===== src/rtl/i2c_master_bit_engine_if.sv =====
// Command handshake and open-drain pad bundle for i2c_master_bit_engine.
// master = sequencer/pad side, slave = the bit engine.
interface i2c_master_bit_engine_if;
    logic       cmd_valid;
    logic       cmd_ready;
    logic [2:0] cmd;
    logic [7:0] wr_data;
    logic       rd_nack;
    logic [7:0] rd_data;
    logic       ack_rx;
    logic       done;
    logic       scl_in;
    logic       sda_in;
    logic       scl_oe;
    logic       sda_oe;

    modport master (
        output cmd_valid, cmd, wr_data, rd_nack, scl_in, sda_in,
        input  cmd_ready, rd_data, ack_rx, done, scl_oe, sda_oe
    );

    modport slave (
        input  cmd_valid, cmd, wr_data, rd_nack, scl_in, sda_in,
        output cmd_ready, rd_data, ack_rx, done, scl_oe, sda_oe
    );
endinterface


===== src/rtl/i2c_master_bit_engine.sv =====
// Bit-level I2C initiator: START/STOP/WRITE/READ in 4 quarter phases per bit.
// Define I2C_CLK_STRETCH_EN to hold the Q1 timer until scl_in reads high.
module i2c_master_bit_engine #(
    parameter int unsigned CLK_DIV = 125
) (
    input  logic                  clk,
    input  logic                  reset,
    i2c_master_bit_engine_if.slave bus
);
    localparam logic [2:0] S_IDLE  = 3'd0;
    localparam logic [2:0] S_START = 3'd1;
    localparam logic [2:0] S_STOP  = 3'd2;
    localparam logic [2:0] S_WRITE = 3'd3;
    localparam logic [2:0] S_READ  = 3'd4;
    localparam logic [2:0] S_DONE  = 3'd5;

    localparam logic [15:0] DIV_M1 = 16'(CLK_DIV - 1);

    logic [2:0]  state_q, state_d;
    logic [1:0]  phase_q, phase_d;
    logic [15:0] cnt_q, cnt_d;
    logic [3:0]  bit_q, bit_d;
    logic [7:0]  sh_q, sh_d;
    logic        nack_q, nack_d;
    logic        scl_q, scl_d;
    logic        sda_q, sda_d;
    logic        acks_q, acks_d;
    logic        ack_q, ack_d;
    logic [7:0]  rd_q, rd_d;
    logic        done_q, done_d;
    logic        rdy_q, rdy_d;
    logic        run;
    logic        tick;
    logic        last_bit;
    logic        is_wr;

`ifdef I2C_CLK_STRETCH_EN
    assign run = !(phase_q == 2'd1 && !bus.scl_in);
`else
    assign run = 1'b1;
`endif

    assign tick     = run && (cnt_q == DIV_M1);
    assign last_bit = (bit_q == 4'd8);
    assign is_wr    = (state_q == S_WRITE);

    always_comb begin
        state_d = state_q;
        phase_d = phase_q;
        cnt_d   = cnt_q;
        bit_d   = bit_q;
        sh_d    = sh_q;
        nack_d  = nack_q;
        scl_d   = scl_q;
        sda_d   = sda_q;
        acks_d  = acks_q;
        ack_d   = ack_q;
        rd_d    = rd_q;
        done_d  = 1'b0;
        rdy_d   = rdy_q;
        unique case (state_q)
            S_IDLE: begin
                if (bus.cmd_valid && rdy_q) begin
                    rdy_d   = 1'b0;
                    phase_d = 2'd0;
                    cnt_d   = 16'd0;
                    bit_d   = 4'd0;
                    sh_d    = bus.wr_data;
                    nack_d  = bus.rd_nack;
                    unique case (bus.cmd)
                        3'd0: begin
                            state_d = S_START;
                            sda_d   = 1'b0;
                        end
                        3'd1: begin
                            state_d = S_STOP;
                            sda_d   = 1'b1;
                        end
                        3'd2: begin
                            state_d = S_WRITE;
                            scl_d   = 1'b1;
                            sda_d   = ~bus.wr_data[7];
                        end
                        3'd3: begin
                            state_d = S_READ;
                            scl_d   = 1'b1;
                            sda_d   = 1'b0;
                        end
                        default: state_d = S_DONE;
                    endcase
                end
            end
            S_DONE: begin
                done_d  = 1'b1;
                state_d = S_IDLE;
            end
            S_START, S_STOP, S_WRITE, S_READ: begin
                if (run && !tick) begin
                    cnt_d = cnt_q + 16'd1;
                end else if (tick) begin
                    cnt_d   = 16'd0;
                    phase_d = phase_q + 2'd1;
                    unique case (phase_q)
                        2'd0: scl_d = 1'b0;
                        2'd1: begin
                            if (state_q == S_START) begin
                                sda_d = 1'b1;
                            end else if (state_q == S_STOP) begin
                                sda_d = 1'b0;
                            end else if (!last_bit) begin
                                sh_d = {sh_q[6:0], bus.sda_in};
                            end else begin
                                acks_d = bus.sda_in;
                            end
                        end
                        2'd2: begin
                            if (state_q != S_STOP) scl_d = 1'b1;
                        end
                        default: begin
                            // Data bits change only here, with SCL already held low
                            if (state_q == S_START || state_q == S_STOP
                                || last_bit) begin
                                state_d = S_DONE;
                                if (is_wr) ack_d = acks_q;
                                if (state_q == S_READ) rd_d = sh_q;
                            end else begin
                                bit_d = bit_q + 4'd1;
                                if (is_wr) begin
                                    sda_d = (bit_q == 4'd7) ? 1'b0 : ~sh_q[7];
                                end else begin
                                    sda_d = (bit_q == 4'd7) ? ~nack_q : 1'b0;
                                end
                            end
                        end
                    endcase
                end
            end
            default: state_d = S_IDLE;
        endcase
        if (done_q) rdy_d = 1'b1;
    end

    always_ff @(posedge clk or posedge reset) begin
        if (reset) begin
            state_q <= S_IDLE;
            phase_q <= 2'd0;
            cnt_q   <= 16'd0;
            bit_q   <= 4'd0;
            sh_q    <= 8'h00;
            nack_q  <= 1'b0;
            scl_q   <= 1'b0;
            sda_q   <= 1'b0;
            acks_q  <= 1'b0;
            ack_q   <= 1'b0;
            rd_q    <= 8'h00;
            done_q  <= 1'b0;
            rdy_q   <= 1'b1;
        end else begin
            state_q <= state_d;
            phase_q <= phase_d;
            cnt_q   <= cnt_d;
            bit_q   <= bit_d;
            sh_q    <= sh_d;
            nack_q  <= nack_d;
            scl_q   <= scl_d;
            sda_q   <= sda_d;
            acks_q  <= acks_d;
            ack_q   <= ack_d;
            rd_q    <= rd_d;
            done_q  <= done_d;
            rdy_q   <= rdy_d;
        end
    end

    assign bus.cmd_ready = rdy_q;
    assign bus.done      = done_q;
    assign bus.scl_oe    = scl_q;
    assign bus.sda_oe    = sda_q;
    assign bus.rd_data   = rd_q;
    assign bus.ack_rx    = ack_q;
endmodule


===== src/flat_wrapper.sv =====
// flat-port wrapper written by rule: the top's interface ports become plain ports
module i2c_master_bit_engine_flat 
#(
    parameter int unsigned CLK_DIV = 125
)
  (clk, reset, bus_cmd_valid, bus_cmd, bus_wr_data, bus_rd_nack, bus_scl_in, bus_sda_in, bus_cmd_ready, bus_rd_data, bus_ack_rx, bus_done, bus_scl_oe, bus_sda_oe);
  i2c_master_bit_engine_if bus_i ();
  input  logic clk;
  input  logic reset;
  input wire logic [$bits(bus_i.cmd_valid)-1:0] bus_cmd_valid;
  input wire logic [$bits(bus_i.cmd)-1:0] bus_cmd;
  input wire logic [$bits(bus_i.wr_data)-1:0] bus_wr_data;
  input wire logic [$bits(bus_i.rd_nack)-1:0] bus_rd_nack;
  input wire logic [$bits(bus_i.scl_in)-1:0] bus_scl_in;
  input wire logic [$bits(bus_i.sda_in)-1:0] bus_sda_in;
  output wire logic [$bits(bus_i.cmd_ready)-1:0] bus_cmd_ready;
  output wire logic [$bits(bus_i.rd_data)-1:0] bus_rd_data;
  output wire logic [$bits(bus_i.ack_rx)-1:0] bus_ack_rx;
  output wire logic [$bits(bus_i.done)-1:0] bus_done;
  output wire logic [$bits(bus_i.scl_oe)-1:0] bus_scl_oe;
  output wire logic [$bits(bus_i.sda_oe)-1:0] bus_sda_oe;
  assign bus_i.cmd_valid = bus_cmd_valid;
  assign bus_i.cmd = bus_cmd;
  assign bus_i.wr_data = bus_wr_data;
  assign bus_i.rd_nack = bus_rd_nack;
  assign bus_i.scl_in = bus_scl_in;
  assign bus_i.sda_in = bus_sda_in;
  assign bus_cmd_ready = bus_i.cmd_ready;
  assign bus_rd_data = bus_i.rd_data;
  assign bus_ack_rx = bus_i.ack_rx;
  assign bus_done = bus_i.done;
  assign bus_scl_oe = bus_i.scl_oe;
  assign bus_sda_oe = bus_i.sda_oe;
  i2c_master_bit_engine #(.CLK_DIV(CLK_DIV)) u_core (.clk(clk), .reset(reset), .bus(bus_i));
endmodule

===== config.mk =====
export PLATFORM = sky130hd
export DESIGN_NAME = i2c_master_bit_engine_flat
export DESIGN_NICKNAME = d
export VERILOG_FILES = /design/src/rtl/i2c_master_bit_engine_if.sv /design/src/rtl/i2c_master_bit_engine.sv /design/src/flat_wrapper.sv
export SDC_FILE = /design/constraint.sdc
export NUM_CORES = 1
export LEC_CHECK = 0
export CAP_MARGIN = 20
export CORE_ASPECT_RATIO = 0.6
export CORE_MARGIN = 2
export CORE_UTILIZATION = 55
export DETAILED_ROUTE_END_ITERATION = 10
export PLACE_DENSITY_LB_ADDON = 0.05
export SETUP_SLACK_MARGIN = 0.1
export SLEW_MARGIN = 0
export SYNTH_ARGS = -nofsm -noshare
export SYNTH_HDL_FRONTEND = slang
export SYNTH_SLANG_ARGS = --single-unit

===== constraint.sdc =====
create_clock -name clk -period 3.2 [get_ports clk]
set_input_delay 0.48 -clock clk [delete_from_list [all_inputs] [get_ports clk]]
set_output_delay 0.48 -clock clk [all_outputs]
set_load 0.02 [all_outputs]

# Yosys cells after proc, flatten, opt, wreduce, memory -nomap -nowiden
# Index checks and enable logic that the tools add are counted.
[totals]
register_bits = 48
romBits = 0
out_inout_bits = 13
n_memories = 0
ramBits = 0
latchBits = 0
[op_classes]
mul = 0
shift = 0
reduce_logical = 26
mux = 45
n_lt_le_gt_ge = 0
div_mod_pow = 0
n_eq_ne = 30
addsub = 3
bitwise = 6
[op_table]
columns = ["op", "n"]
rows = [
  ["$mux W8", 6],
  ["$mux W16", 2],
  ["$pmux W16 S2", 1],
  ["$add A16 B1 Y16 const B", 1],
  ["$eq A16 B7 Y1 const B", 1],
  ["$mux W1", 16],
  ["$mux W4", 4],
  ["$pmux W8 S2", 1],
  ["$reduce_and A5 Y1", 3],
  ["$ne A2 B2 Y1 const B", 7],
  ["$reduce_and A7 Y1", 2],
  ["$eq A3 B2 Y1 const B", 4],
  ["$mux W3", 4],
  ["$pmux W3 S4", 1],
  ["$reduce_and A6 Y1", 2],
  ["$ne A2 B1 Y1 const B", 4],
  ["$pmux W1 S2", 4],
  ["$pmux W4 S2", 1],
  ["$eq A3 B1 Y1 const B", 2],
  ["$eq A3 B3 Y1 const B", 2],
  ["$logic_not A3 Y1", 2],
  ["$ne A3 B2 Y1 const B", 2],
  ["$not A1 Y1", 6],
  ["$pmux W3 S2", 1],
  ["other kinds (23)", 31],
]

# Longest topological paths before layout
# Gate-level depths: netlist of run 1.
[depth]
ltp_word = 7
depth_mapped = 8
depth_no_buf = 7

# Worst setup path before layout of run 1
# Ideal clock, no wire load.
[synth_timing]
path_type = "reg2reg"
startpoint = "register u_core.cnt_q[0]"
endpoint = "register u_core.sda_q (netlist: u_core.bus.sda_oe)"
setup_ps = 128
t_arrival_ps = 2245
path_buffers = 0
setup_slack_ps = 828
stages_incl_launch_ff = 8
cell_sequence = "dfrtp_1 inv_1 ha_1 or4b_4 or4_4 a21oi_4 nand4_1 mux2_1"
[synth_via]
elab_chain_cells = 3
[synth_lines]
columns = ["element", "line_no", "text"]
rows = [
  ["start, declared", "i2c_master_bit_engine.sv:21", "logic [15:0] cnt_q, cnt_d;"],
  ["start signal, assigned", "i2c_master_bit_engine.sv:161", "cnt_q <= cnt_d;"],
  ["$eq A16 B7 Y1", "i2c_master_bit_engine.sv:43", "assign tick = run && (cnt_q == DIV_M1);"],
  ["$ne A2 B1 Y1 (no line)", "--", ""],
  ["$reduce_and A7 Y1 (no line)", "--", ""],
  ["end signal, assigned", "i2c_master_bit_engine.sv:152", "sda_q <= 1'b0;"],
  ["end signal, assigned", "i2c_master_bit_engine.sv:166", "sda_q <= sda_d;"],
  ["end, declared", "i2c_master_bit_engine.sv:26", "logic sda_q, sda_d;"],
]
# No other way between the ends.
# A chain may end at the register's enable or synchronous reset.

# Worst setup path after layout of run 1
# Ends and elaborated chain as after synthesis.

==> results of run 1 <==
-- flip-flops by register name, summed over array words and instances (netlist names), 2 cells and up --
name                flops
u_core.bit_q            4
u_core.bus.rd_data      8
u_core.cnt_q           16
u_core.phase_q          2
u_core.sh_q             8
u_core.state_q          3
-- layer usage --
metal,vias to the layer above,share of wire (%)
li1,1098,-
met1,1072,53
met2,72,40
met3,4,6.2
met4,0,0.75
met5,-,0
-- per-stage QoR --
stage	instances	area (um^2)	utilization [%]	worst slack, ns
global placement	366	3028	65.32	0.7572
global route	376	3149	67.94	0.6127
CTS	374	3122	67.34	0.7186
detailed placement	366	3028	65.32	0.7540
finish	376	3149	67.94	0.7181
floorplan	282	2681	-	0.8276
-- cell type report --
cell class | instances | area [um^2] | share of cell area (%)
Timing Repair Buffer | 34 | 337.8 | 10.73
Clock inverter | 1 | 7.507 | 0.2384
Inverter | 10 | 37.54 | 1.192
Multi-Input combinational cell | 213 | 1399 | 44.42
Tap cell | 63 | 78.83 | 2.503
Sequential cell | 48 | 1202 | 38.18
Clock buffer | 7 | 86.33 | 2.741
-- layout by cell type, fill, tap and decap left out, drive strengths merged, types with 2 or more instances in the layout --
| cell | synthesis | routed |
|---|---|---|
| and2 | 2 | 2 |
| a22o | 2 | 2 |
| o21a | 2 | 2 |
| nand3b | 2 | 2 |
| a2111oi | 2 | 2 |
| or4 | 2 | 2 |
| nand3 | 15 | 15 |
| a31oi | 5 | 5 |
| o31ai | 2 | 2 |
| o21ai | 29 | 29 |
| ha | 8 | 8 |
| dfrtp | 47 | 47 |
| clkbuf | 9 | 7 |
| nor3 | 10 | 10 |
| xnor2 | 10 | 10 |
| buf | 2 | 6 |
| nand2 | 17 | 17 |
| o2bb2ai | 9 | 9 |
| nor2 | 22 | 22 |
| and3 | 4 | 4 |
| nor4 | 5 | 5 |
| xor2 | 2 | 2 |
| clkdlybuf4s50 | 0 | 28 |
| mux2 | 13 | 13 |
| a21oi | 17 | 17 |
| inv | 10 | 10 |
| nor2b | 2 | 2 |
| nand4 | 6 | 6 |
| or3 | 11 | 11 |
-- worst max-delay path: cells and delay by family (launching register included) --
family,cells,cell delay (ns)
AND/OR/NAND/NOR,3,1.16
flip-flops,1,0.43
multiplexers,1,0.32
AO/OA/AOI/OAI,1,0.19
adder cells (fa/ha/maj),1,0.16
buffers and inverters,1,0.11
-- final timing paths --
path | end | startpoint
min in group clk | u_core.bus.cmd_ready | u_core.bus.done
min reg2reg | u_core.bus.cmd_ready | u_core.bus.done
min | u_core.cnt_q[11] | reset
max in group asynchronous | u_core.bus.cmd_ready | reset
max reg2reg | u_core.bus.sda_oe | u_core.cnt_q[0]
max | u_core.bus.sda_oe | u_core.cnt_q[0]
-- where the power goes --
part,internal [mW],switching [mW]
combinational,0.0239,0.0218
sequential,0.607,0.000409
clock,0.176,0.201
total,0.806,0.223
-- cells by family (layout without fill, tap and decap cells) --
kind of cell | count (synthesis) | count (layout) | synth area share [%]
AOI/OAI and AO/OA | 73 | 73 | 17.08
xor gates and xnor gates | 12 | 12 | 3.920
adders and majority gates | 8 | 8 | 3.733
buffers and inverters | 21 | 52 | 2.986
DFF | 48 | 48 | 44.84
muxes | 14 | 14 | 5.833
and+or+nand+nor | 106 | 106 | 21.61
==> flow_metrics.env, run 1 <==
export IMPL_status="complete, no violations"
export IMPL_cts_sinks=48
export IMPL_synth_warnings=0
export IMPL_synth_edf_count=0
export IMPL_slew_headroom_pct=47.14
export IMPL_numCtsBuffers=5
export IMPL_fmax_mhz=402.9
export IMPL_htree_levels=2
export IMPL_cp_slowest_cell="or4_4"
export IMPL_synthArstFlopShare_pct=100.0
export IMPL_worst_setup_path_type="reg -> reg"
export IMPL_worst_pin_slew_ns=0.7856
export IMPL_drtIter0Drc=171
export IMPL_post_cts_buffers=0
export IMPL_nFillCells=394
export IMPL_synthFlopType="dfrtp_1"
export IMPL_tns_ns=0
export IMPL_syn_avg_cell_area_um2=9.508
export IMPL_grt_usage_pct=25.14
export IMPL_arrival_ns=2.66
export IMPL_ioPinCount=30
export IMPL_port_buffers=28
export IMPL_grtUsageMet2_pct=33.98
export IMPL_cts_tree="yes"
export IMPL_clockBufferDepth=2
export IMPL_required_ns=3.38
export IMPL_die_h_um=58.09
export IMPL_ant_nets=0
export IMPL_power_density_mw_per_mm2=327.0
export IMPL_routed_via_density=5.973
export IMPL_total_power_mw=1.030
export IMPL_gr_total_overflow=0
export IMPL_maxCapViolCount=0
export IMPL_worst_r2r_setup_slack_ns=0.72
export IMPL_yosysTopAreaCellShare_pct=43.86
export IMPL_syn_inst=282
export IMPL_vias=2246
export IMPL_skew_ns=0.007147
export IMPL_synth_largest_area_cell="dfrtp_1"
export IMPL_setup_viol=0
export IMPL_fp_coreArea_mm2=0.004636
export IMPL_grt_pass1_vias=2106
export IMPL_die_x_um=94.14
export IMPL_drt_first_pass_iters=4
export IMPL_area_growth_pct=17.45
export IMPL_rsz0062_at_grt="no"
export IMPL_gp_congestion=0.9048
export IMPL_ctsHoldBuffers=0
export IMPL_dp_hpwl_mm=4.286
export IMPL_grt_met1_usage_pct=40.37
export IMPL_hold_class="in -> async"
export IMPL_drive_gt1_share_pct=10.22
export IMPL_netlist_area_mm2=0.002681
export IMPL_drc_errors=0
export IMPL_synth_area_top_cells="dfrtp_1 (44%), o21ai_0 (5.2%), mux2_2 (5.0%)"
export IMPL_grt_use_met3_pct=5.332
export IMPL_holdWs_ns=0.3540
export IMPL_synth_common_cells="dfrtp_1 (47), o21ai_0 (28), nor2_1 (22)"
export IMPL_critPathMaxFanout=4
export IMPL_peakVddDrop_v=0.0001852
export IMPL_crit_chain="inv_1 -> ha_1 -> or4b_4 -> or4_4 -> a21oi_4 -> nand4_1 -> mux2_1"
export IMPL_antenna_found_initial=0
export IMPL_num_rows=19
export IMPL_power_leakage_nw=1.306
export IMPL_cts_repair_resized=0
export IMPL_grt_max_degree=49
export IMPL_ys_ff_latch=48
export IMPL_root_buffer="clkbuf_8"
export IMPL_syn_num_nets=307
export IMPL_yosysMostFrequentCell="dfrtp_1"
export IMPL_path_clk_slew_ns=0.09
export IMPL_start_util_pct=57.84
export IMPL_worstSetupStartpointType="flop"
export IMPL_synth_cell_types=50
export IMPL_slowest_delay_ns=0.56
export IMPL_hold_viol=0
export IMPL_dieArea_mm2=0.005468
export IMPL_min_period_ns=2.482
export IMPL_ys_seq_area_share_pct=44.84
export IMPL_top_usage_layer="met1"
export IMPL_routed_wl_mm=6.114
export IMPL_critPathCaptureType="flop"
export IMPL_num_antenna_cells=0
export IMPL_drv_slew=0
export IMPL_num_nets_final=337
export IMPL_rr_worst_depth=7
export IMPL_insertion_delay_ns=0.30
export IMPL_wl_per_cell_um=16.26
export IMPL_post_route_period_util_pct=77.56
export IMPL_grt_pass1_wl_mm=10.54
(Power assumes the default switching activity.)
==> inputs of run 2 (changes only) <==
Clock period 3.2 ns to 2.4 ns, I/O delays scaled along.
==> run 2 against run 1 <==
Sequential share of layout area shrank 1.6 points. Fmax grew 5.2%. Count of clock-buffer cells in the layout shrank 2. Flip-flop and latch count is the same. Worst hold slack gained 0.12 ns. Die area is the same. Clock power grew 60%. Critical endpoint unchanged. Largest cell class unchanged. Largest power group unchanged. Highest routed layer unchanged.
==> flow_metrics.env, run 2 (same netlist as run 1, synthesis figures left out) <==
export IMPL_status="complete, no violations"
export IMPL_arrival_ns=2.56
export IMPL_routed_wl_mm=6.260
export IMPL_final_cell_mix="dfrtp_1 (47), o21ai_0 (28), clkdlybuf4s50_1 (28), nor2_1 (21)"
export IMPL_power_leakage_nw=1.355
export IMPL_min_to="u_core.bus.cmd_ready"
export IMPL_wl_per_cell_um=16.18
export IMPL_die_x_um=94.14
export IMPL_cp_slowest_cell="or4_4"
export IMPL_whs_path_depth=1
export IMPL_regArea_mm2=0.001202
export IMPL_dp_hpwl_mm=4.346
export IMPL_worstSetupStartpointType="flop"
export IMPL_drive_gt1_share_pct=16.05
export IMPL_crit_chain="inv_2 -> ha_4 -> or4b_4 -> or4_4 -> a21oi_4 -> nand4_1 -> mux2_4"
export IMPL_fp_coreArea_mm2=0.004636
export IMPL_tns_ns=0
export IMPL_required_ns=2.60
export IMPL_area_growth_pct=22.73
export IMPL_slowest_delay_ns=0.54
export IMPL_worst_pin_slew_ns=0.6777
export IMPL_grt_max_degree=49
export IMPL_mostFrequentLayoutCell="dfrtp_1"
export IMPL_post_route_period_util_pct=98.28
export IMPL_critPathCaptureType="flop"
export IMPL_drt_first_pass_iters=5
export IMPL_drtIter0Drc=158
export IMPL_num_nets_final=348
export IMPL_port_buffers=28
export IMPL_path_clk_slew_ns=0.10
export IMPL_worst_r2r_setup_slack_ns=0.04
export IMPL_insertion_delay_ns=0.31
export IMPL_cts_tree="yes"
export IMPL_numCtsBuffers=5
export IMPL_maxCapViolCount=0
export IMPL_root_buffer="clkbuf_8"
export IMPL_gr_total_overflow=0
export IMPL_skew_ns=0.005680
export IMPL_worst_setup_path_type="reg -> reg"
export IMPL_hold_class="reg -> reg"
export IMPL_die_h_um=58.09
export IMPL_num_antenna_cells=0
export IMPL_drv_slew=0
export IMPL_dpl_cell_area_mm2=0.003103
export IMPL_ant_nets=0
export IMPL_routed_via_density=6.075
export IMPL_vias=2351
export IMPL_cts_sinks=48
export IMPL_grt_pass1_wl_mm=10.26
export IMPL_power_density_mw_per_mm2=447.7
export IMPL_critPathMaxFanout=3
export IMPL_htree_levels=2
export IMPL_grt_pass1_vias=2074
export IMPL_start_util_pct=57.84
export IMPL_grt_usage_pct=24.13
export IMPL_peakVddDrop_v=0.0003489
export IMPL_largest_reg_flops=16
export IMPL_rsz0062_at_grt="yes"
export IMPL_antenna_found_initial=0
export IMPL_dieArea_mm2=0.005468
export IMPL_num_rows=19
export IMPL_hp_start="u_core.bus.done"
export IMPL_multi_input_area_mm2=0.001449
export IMPL_gp_congestion=0.8816
export IMPL_reg2reg_to="u_core.bus.sda_oe"
export IMPL_ctsHoldBuffers=0
export IMPL_clockBufferDepth=2
export IMPL_nFillCells=366
export IMPL_slew_headroom_pct=54.77
export IMPL_rr_worst_depth=7
export IMPL_hold_viol=0
export IMPL_design_area_mm2=0.003291
export IMPL_ioPinCount=30
export IMPL_setup_viol=0
export IMPL_min_period_ns=2.359
export IMPL_timing_rr_start="u_core.cnt_q[0]"
export IMPL_fmax_mhz=424.0
export IMPL_largest_register="u_core.cnt_q"
export IMPL_drc_errors=0
## run 2: changes by cell type in the layout (fill, tap and decap cells not counted), sizes merged
cell    change
buf        +11
clkbuf      -2
bufinv      +1
inv         +1
## run 2: worst max-delay path by stage
stage	startpoint	endpoint	slack, ns	cells past startpoint
3_3_place_gp	u_core.cnt_q[0]	u_core.bus.rd_data[2]	0.05	6
4_1_cts	u_core.cnt_q[0]	u_core.bus.sda_oe	0.02	7
2_1_floorplan	u_core.cnt_q[0]	u_core.bus.sda_oe	0.09	7
5_1_grt	u_core.cnt_q[0]	u_core.bus.sda_oe	-0.05	7
3_5_place_dp	u_core.cnt_q[0]	u_core.bus.rd_data[7]	0.0007	6
6_report	u_core.cnt_q[0]	u_core.bus.sda_oe	0.04	7
## run 2: where the power goes
part / leakage [nW] / total, mW / internal [mW] / switching [mW]
combinational: 0.688 / 0.0585 / 0.0299 / 0.0285
sequential: 0.613 / 0.809 / 0.809 / 0.000493
clock: 0.0548 / 0.605 / 0.314 / 0.291
## run 2: cell type report
cell class,instances,share of cell area [%]
inverter,10,1.141
clock inverter,3,1.407
clock buffer,5,2.091
multi-input combinational,213,44.03
sequential,48,36.54
tap,63,2.395
timing repair buffer,45,12.40
## run 2: through the flow
step | setup WS, ns | cells | hold slack (ns) | power (mW) | util (%)
5_1_grt | -0.04951 | 387 | 0.5028 | 1.526 | 70.99
4_1_cts | 0.02166 | 385 | 0.4844 | 1.481 | 70.09
2_1_floorplan | 0.09276 | 282 | 0.4558 | 0.8484 | -
3_5_place_dp | 0.0007101 | 376 | 0.4577 | 0.8836 | 66.94
3_3_place_gp | 0.04730 | 376 | 0.4420 | 0.8839 | 66.94
6_report | 0.04124 | 387 | 0.4755 | 1.473 | 70.99
## run 2: per-layer routing
layer / vias up / routed length, um / part of all wire (%) / track usage [%]
li1: 1120 / - / - / -
met4: 0 / 38 / 0.61 / 4.969
met1: 1126 / 3178 / 51 / 38.03
met5: - / 0 / 0 / 0
met2: 99 / 2588 / 41 / 33.67
met3: 6 / 455 / 7.3 / 6.112
## run 2: repair_timing
action / CTS / global route
pin swaps: 2 / 4
gates resized for setup: 4 / 7
cloned: 0 / 0
endpoints found under the hold margin: 0 / 0
setup buffers: 1 / 2
setup endpoints to repair: 17 / 28
## run 2: worst max-delay path: cells and delay by family, from the launching register on
family / cells / cell delay [ns]
buffers and inverters: 1 / 0.10
AND/OR/NAND/NOR: 3 / 1.12
flip-flops: 1 / 0.40
multiplexers: 1 / 0.32
AO/OA/AOI/OAI: 1 / 0.19
adder cells (fa/ha/maj): 1 / 0.13
==> inputs of run 3 (changes only) <==
Settings changed: CORE_MARGIN 2 to 3, TNS_END_PERCENT from default to 30.
==> run 3 against run 2 <==
Combinational power is 4.6% higher. Global-route usage is 2.2 points higher. Clock power is 16% lower. Register-to-register slack worse by 0.03 ns. Via count is 1.8% lower. Sequential power hardly changed. Fmax is 1.4% lower. Sequential share of layout area hardly changed. Largest cell class unchanged.
==> flow_metrics.env, run 3 (same netlist as run 1, synthesis figures left out) <==
export IMPL_port_buffers=28
export IMPL_critPathCaptureType="flop"
export IMPL_worst_pin_slew_ns=0.6442
export IMPL_peakVddDrop_v=0.0003119
export IMPL_area_growth_pct=22.87
export IMPL_grtUsageMet2_pct=37.29
export IMPL_grt_met1_usage_pct=39.84
export IMPL_dp_hpwl_mm=4.840
export IMPL_maxCapViolCount=0
export IMPL_antenna_found_initial=0
export IMPL_required_ns=2.60
export IMPL_slew_headroom_pct=57.01
export IMPL_path_clk_slew_ns=0.09
export IMPL_drv_slew=0
export IMPL_drt_first_pass_iters=4
export IMPL_rsz0062_at_grt="yes"
export IMPL_htree_levels=2
export IMPL_post_route_util_pct=75.01
export IMPL_num_antenna_cells=0
export IMPL_setup_viol=0
export IMPL_root_buffer="clkbuf_8"
export IMPL_drtIter0Drc=127
export IMPL_post_place_ws_ns=0.005121
export IMPL_drive_gt1_share_pct=17.18
export IMPL_die_x_um=96.14
export IMPL_power_leakage_nw=1.366
export IMPL_skew_ns=0.006192
export IMPL_gp_congestion=0.8895
export IMPL_critical_path_endpoint="u_core.bus.sda_oe"
export IMPL_critical_path_startpoint="u_core.cnt_q[0]"
export IMPL_routed_via_density=5.979
export IMPL_largest_reg_flops=16
export IMPL_insertion_delay_ns=0.31
export IMPL_worst_setup_path_type="reg -> reg"
export IMPL_post_route_period_util_pct=99.65
export IMPL_cts_tree="yes"
export IMPL_drc_errors=0
export IMPL_ctsHoldBuffers=0
export IMPL_fin_ws_ns=0.008287
export IMPL_fmax_mhz=418.1
export IMPL_gr_total_overflow=0
export IMPL_cts_sinks=48
export IMPL_mostFrequentLayoutCell="dfrtp_1"
export IMPL_grt_usage_pct=26.31
export IMPL_routed_wl_mm=6.686
export IMPL_wl_per_cell_um=17.32
export IMPL_timing_rr_start="u_core.cnt_q[0]"
export IMPL_total_power_mw=1.381
export IMPL_reg2reg_to="u_core.bus.sda_oe"
export IMPL_num_rows=18
export IMPL_hold_viol=0
export IMPL_die_h_um=60.09
export IMPL_critPathMaxFanout=3
export IMPL_dieArea_mm2=0.005777
export IMPL_grt_pass1_vias=2257
export IMPL_largest_register="u_core.cnt_q"
export IMPL_final_cell_mix="dfrtp_1 (47), clkdlybuf4s50_1 (28), o21ai_0 (26), nor2_1 (21), buf_4 (19)"
export IMPL_num_nets_final=351
export IMPL_status="complete, no violations"
export IMPL_fp_coreArea_mm2=0.004392
export IMPL_numCtsBuffers=5
export IMPL_vias=2308
export IMPL_rr_worst_depth=7
export IMPL_clockBufferDepth=2
export IMPL_worst_r2r_setup_slack_ns=0.008
export IMPL_grt_max_degree=20
export IMPL_grt_pass1_wl_mm=11.37
export IMPL_ant_nets=0
export IMPL_hold_class="in -> async"
export IMPL_min_period_ns=2.392
export IMPL_ioPinCount=30
export IMPL_power_density_mw_per_mm2=419.3
export IMPL_start_util_pct=61.05
export IMPL_arrival_ns=2.59
export IMPL_grt_use_met3_pct=5.786
export IMPL_worstSetupStartpointType="flop"
export IMPL_top_usage_layer="met1"
==> run 3: metal layers <==
| layer | routed length, um | vias to the layer above |
|---|---|---|
| met5 | 0 | - |
| met4 | 76 | 0 |
| met3 | 405 | 8 |
| met2 | 2804 | 70 |
| met1 | 3399 | 1099 |
| li1 | - | 1131 |
==> run 3: worst min path at each step <==
| stage | startpoint | endpoint | slack (ns) |
|---|---|---|---|
| after floorplan | bus_cmd[2] | u_core.state_q[1] | 0.46 |
| after global placement | u_core.bus.done | u_core.bus.cmd_ready | 0.44 |
| after detailed placement | u_core.bus.done | u_core.bus.cmd_ready | 0.45 |
| after CTS | reset | u_core.sh_q[2] | 0.36 |
| after global routing | reset | u_core.sh_q[4] | 0.38 |
| final | reset | u_core.sh_q[2] | 0.35 |
==> run 3: repair_timing <==
action,CTS,global route
setup buffers,4,1
setup endpoints to repair,17,37
pin swaps,5,3
gates resized for setup,6,10
==> run 3: critical path: stages (launching register included) <==
cell and delay [ns]:
dfrtp_1 0.42, inv_2 0.09, ha_4 0.12, or4b_4 0.49, or4_4 0.54, a21oi_4 0.16
nand4_1 0.14, mux2_4 0.32
==> run 3: final cells by class <==
type | count | area (um^2)
clock buffer | 6 | 82.58
clock inverter | 1 | 8.758
fill | 324 | 1097
inverter | 10 | 37.54
multi-input combinational | 213 | 1454
sequential | 48 | 1202
tap | 60 | 75.07
timing repair buffer | 48 | 434.2
==> run 3: where the power goes <==
group	total, mW	switching [mW]	internal, mW	leakage (nW)
logic	0.0612	0.0301	0.0311	0.706
registers	0.810	0.000805	0.809	0.613
clock network	0.510	0.280	0.230	0.0473
==> run 3: metrics by stage <==
step                setup TNS (ns)  cell area (um^2)  hold WS [ns]  cells
floorplan                        0              2681        0.4558    282
global placement                 0              3107        0.4388    374
detailed placement               0              3107        0.4526    374
CTS                              0              3256        0.3642    385
global route              -0.04153              3294        0.3836    386
finish                           0              3294        0.3486    386
==> patch (flow settings as in run 1) <==
The option `I2C_CLK_STRETCH_EN` is turned on by a define.
--- a/src/rtl/i2c_master_bit_engine.sv
+++ b/src/rtl/i2c_master_bit_engine.sv
@@ -2,2 +2,4 @@
 // Define I2C_CLK_STRETCH_EN to hold the Q1 timer until scl_in reads high.
+`define I2C_CLK_STRETCH_EN
+
 module i2c_master_bit_engine #(
Check against the original RTL: no difference found for any inputs over 10 cycles, from zero or initial values and one cycle with reset high; that may be too few to reach the edited logic, so the function may still have changed.
==> patch against run 1 <==
  * Area after synthesis grew 7.0%
  * Setup slack lost 0.076 ns
  * Total power grew 6.1%
  * Wire length grew 18%
  * Sequential cell count is the same
  * Global-route usage grew 0.67 points
  * Maximum frequency shrank 3.0%
  * Core utilization shrank 2.1 points
  * Critical endpoint is now u_core.bit_q[0]
  * Final area grew 5.6%
  * Cell count grew 1.3%
==> patch: results (changes against run 1) <==
DP HPWL = 5190 um (+21%)
first-pass GRT wire length = 11600 um (+10%)
Fin Clk Skew = 0.0100 ns (+0.00287 ns)
global router's overall resource usage = 0.258 (+0.00669)
Port Buffers = 29 (+3.6%)
placed cell count = 372 (+1.6%)
relative slew slack = 0.575 (+0.104)
number of global-route vias before repair = 2161 (+2.6%)
DRT Pass-1 Iters = 5 (+1)
routing usage on met1 = 0.428 (+0.0239)
CP max FO = 15 (+11)
Worst-path clk slew = 0.09 ns (about the same)
share of flip-flops with an asynchronous set or reset = 1.00 (unchanged)
Compound-Gate Fraction of Synth Area = 0.195 (+0.0238)
top post-synthesis cells by count = dfrtp_1 (47), nand2_1 (27), o21ai_0 (17), nor2_1 (15), inv_1 (13)
XOR/XNOR Fraction of Synth Area = 0.0214 (-0.0178)
sequential cell area fraction in the yosys report = 0.419 (-0.0292)
vias = 2400 (+6.9%)
Initial DRC Count = 201 (+18%)
Nets = 339 (+0.59%)
ranking of synthesized cells by area = dfrtp_1 (41%), mux2_2 (4.7%), nand2_1 (3.5%)
GPL Wtd Cong = 0.919 (+1.5%)
most used flip-flop cell after synthesis = dfrtp_1
status = completed
met3 GRT Util = 0.0515 (-0.00185)
post-synthesis mux area share = 0.0510 (-0.00728)
Post-Syn Nets = 309 (+0.65%)
placed instance area = 3200 um2 (+5.5%)
switching power = 232 uW (+3.8%)
grt met2 use = 0.338 (-0.00150)
Reg2Reg Depth = 5 (-2)
drt via density = 6.30 (+5.5%)
Synth Area per Inst = 10.1 um2 (+6.2%)
P_leak = 0.00135 uW (+3.4%)
maximum vdd drop = 209 uV (+13%)
proportion of layout cells with a drive suffix above 1 = 0.162 (+0.0597)
area share of fa/ha/maj cells after synthesis = 0.0349 (-0.00243)
synth unique cells = 65 (+30%)
DR WL/cell = 18.9 um (+16%)
critical path arrival = 2.75 ns (+0.09 ns)
==> patch: metrics by stage <==
step,hold WS (ns),util,setup WS (ns)
finish,0.371,0.658,0.642
CTS,0.471,0.654,0.618
floorplan,0.474,-,1.05
global route,0.373,0.658,0.454
global placement,0.447,0.632,0.729
detailed placement,0.455,0.632,0.607
==> patch: final timing paths <==
| check | start | end | slack, ns |
|---|---|---|---|
| max | u_core.state_q[1] | u_core.bit_q[0] | 0.64 |
| min | reset | u_core.cnt_q[11] | 0.37 |
| min reg2reg | u_core.bus.done | u_core.bus.cmd_ready | 0.46 |
| min in group clk | u_core.bus.done | u_core.bus.cmd_ready | 0.46 |
| max reg2reg | u_core.state_q[1] | u_core.bit_q[0] | 0.64 |
| max in group asynchronous | reset | u_core.bus.cmd_ready | 2.33 |
==> patch: logic make-up (layout without fill, tap and decap cells) <==
kind of cell	after synthesis	count (layout)
AND/OR/NAND/NOR	114	114
AO/OA/AOI/OAI	71	71
flip-flops	48	48
buffers and inverters	23	54
multiplexers	13	13
adder cells (fa/ha/maj)	8	8
XOR/XNOR	7	7
==> patch: critical path, cell delays in order, from the launching register on <==
cell and delay, ns:
dfrtp_1 0.62, or3_1 0.46, and2_1 0.33, a21oi_2 0.56
o21ai_1 0.19, mux2_2 0.30
==> patch: final cells by class <==
type,count,area (um2)
timing repair buffer,33,333
tap,66,82.6
fill,420,1730
multi-input combinational,213,1550
clock buffer,5,68.8
clock inverter,3,42.5
inverter,13,48.8
sequential,48,1200
==> patch: power groups by stage <==
stage | combinational (uW) | sequential (uW) | clock, uW
after global placement | 43.6 | 618 | 0
after floorplan | 15.3 | 618 | 0
after global routing | 51.0 | 606 | 470
after detailed placement | 43.7 | 618 | 0
after CTS | 44.1 | 606 | 446
final | 46.5 | 606 | 440
==> patch: per-layer routing <==
layer	vias up	routed length, um
met5	-	0
met4	0	69
met3	9	586
met2	116	2740
met1	1154	3800
li1	1121	-
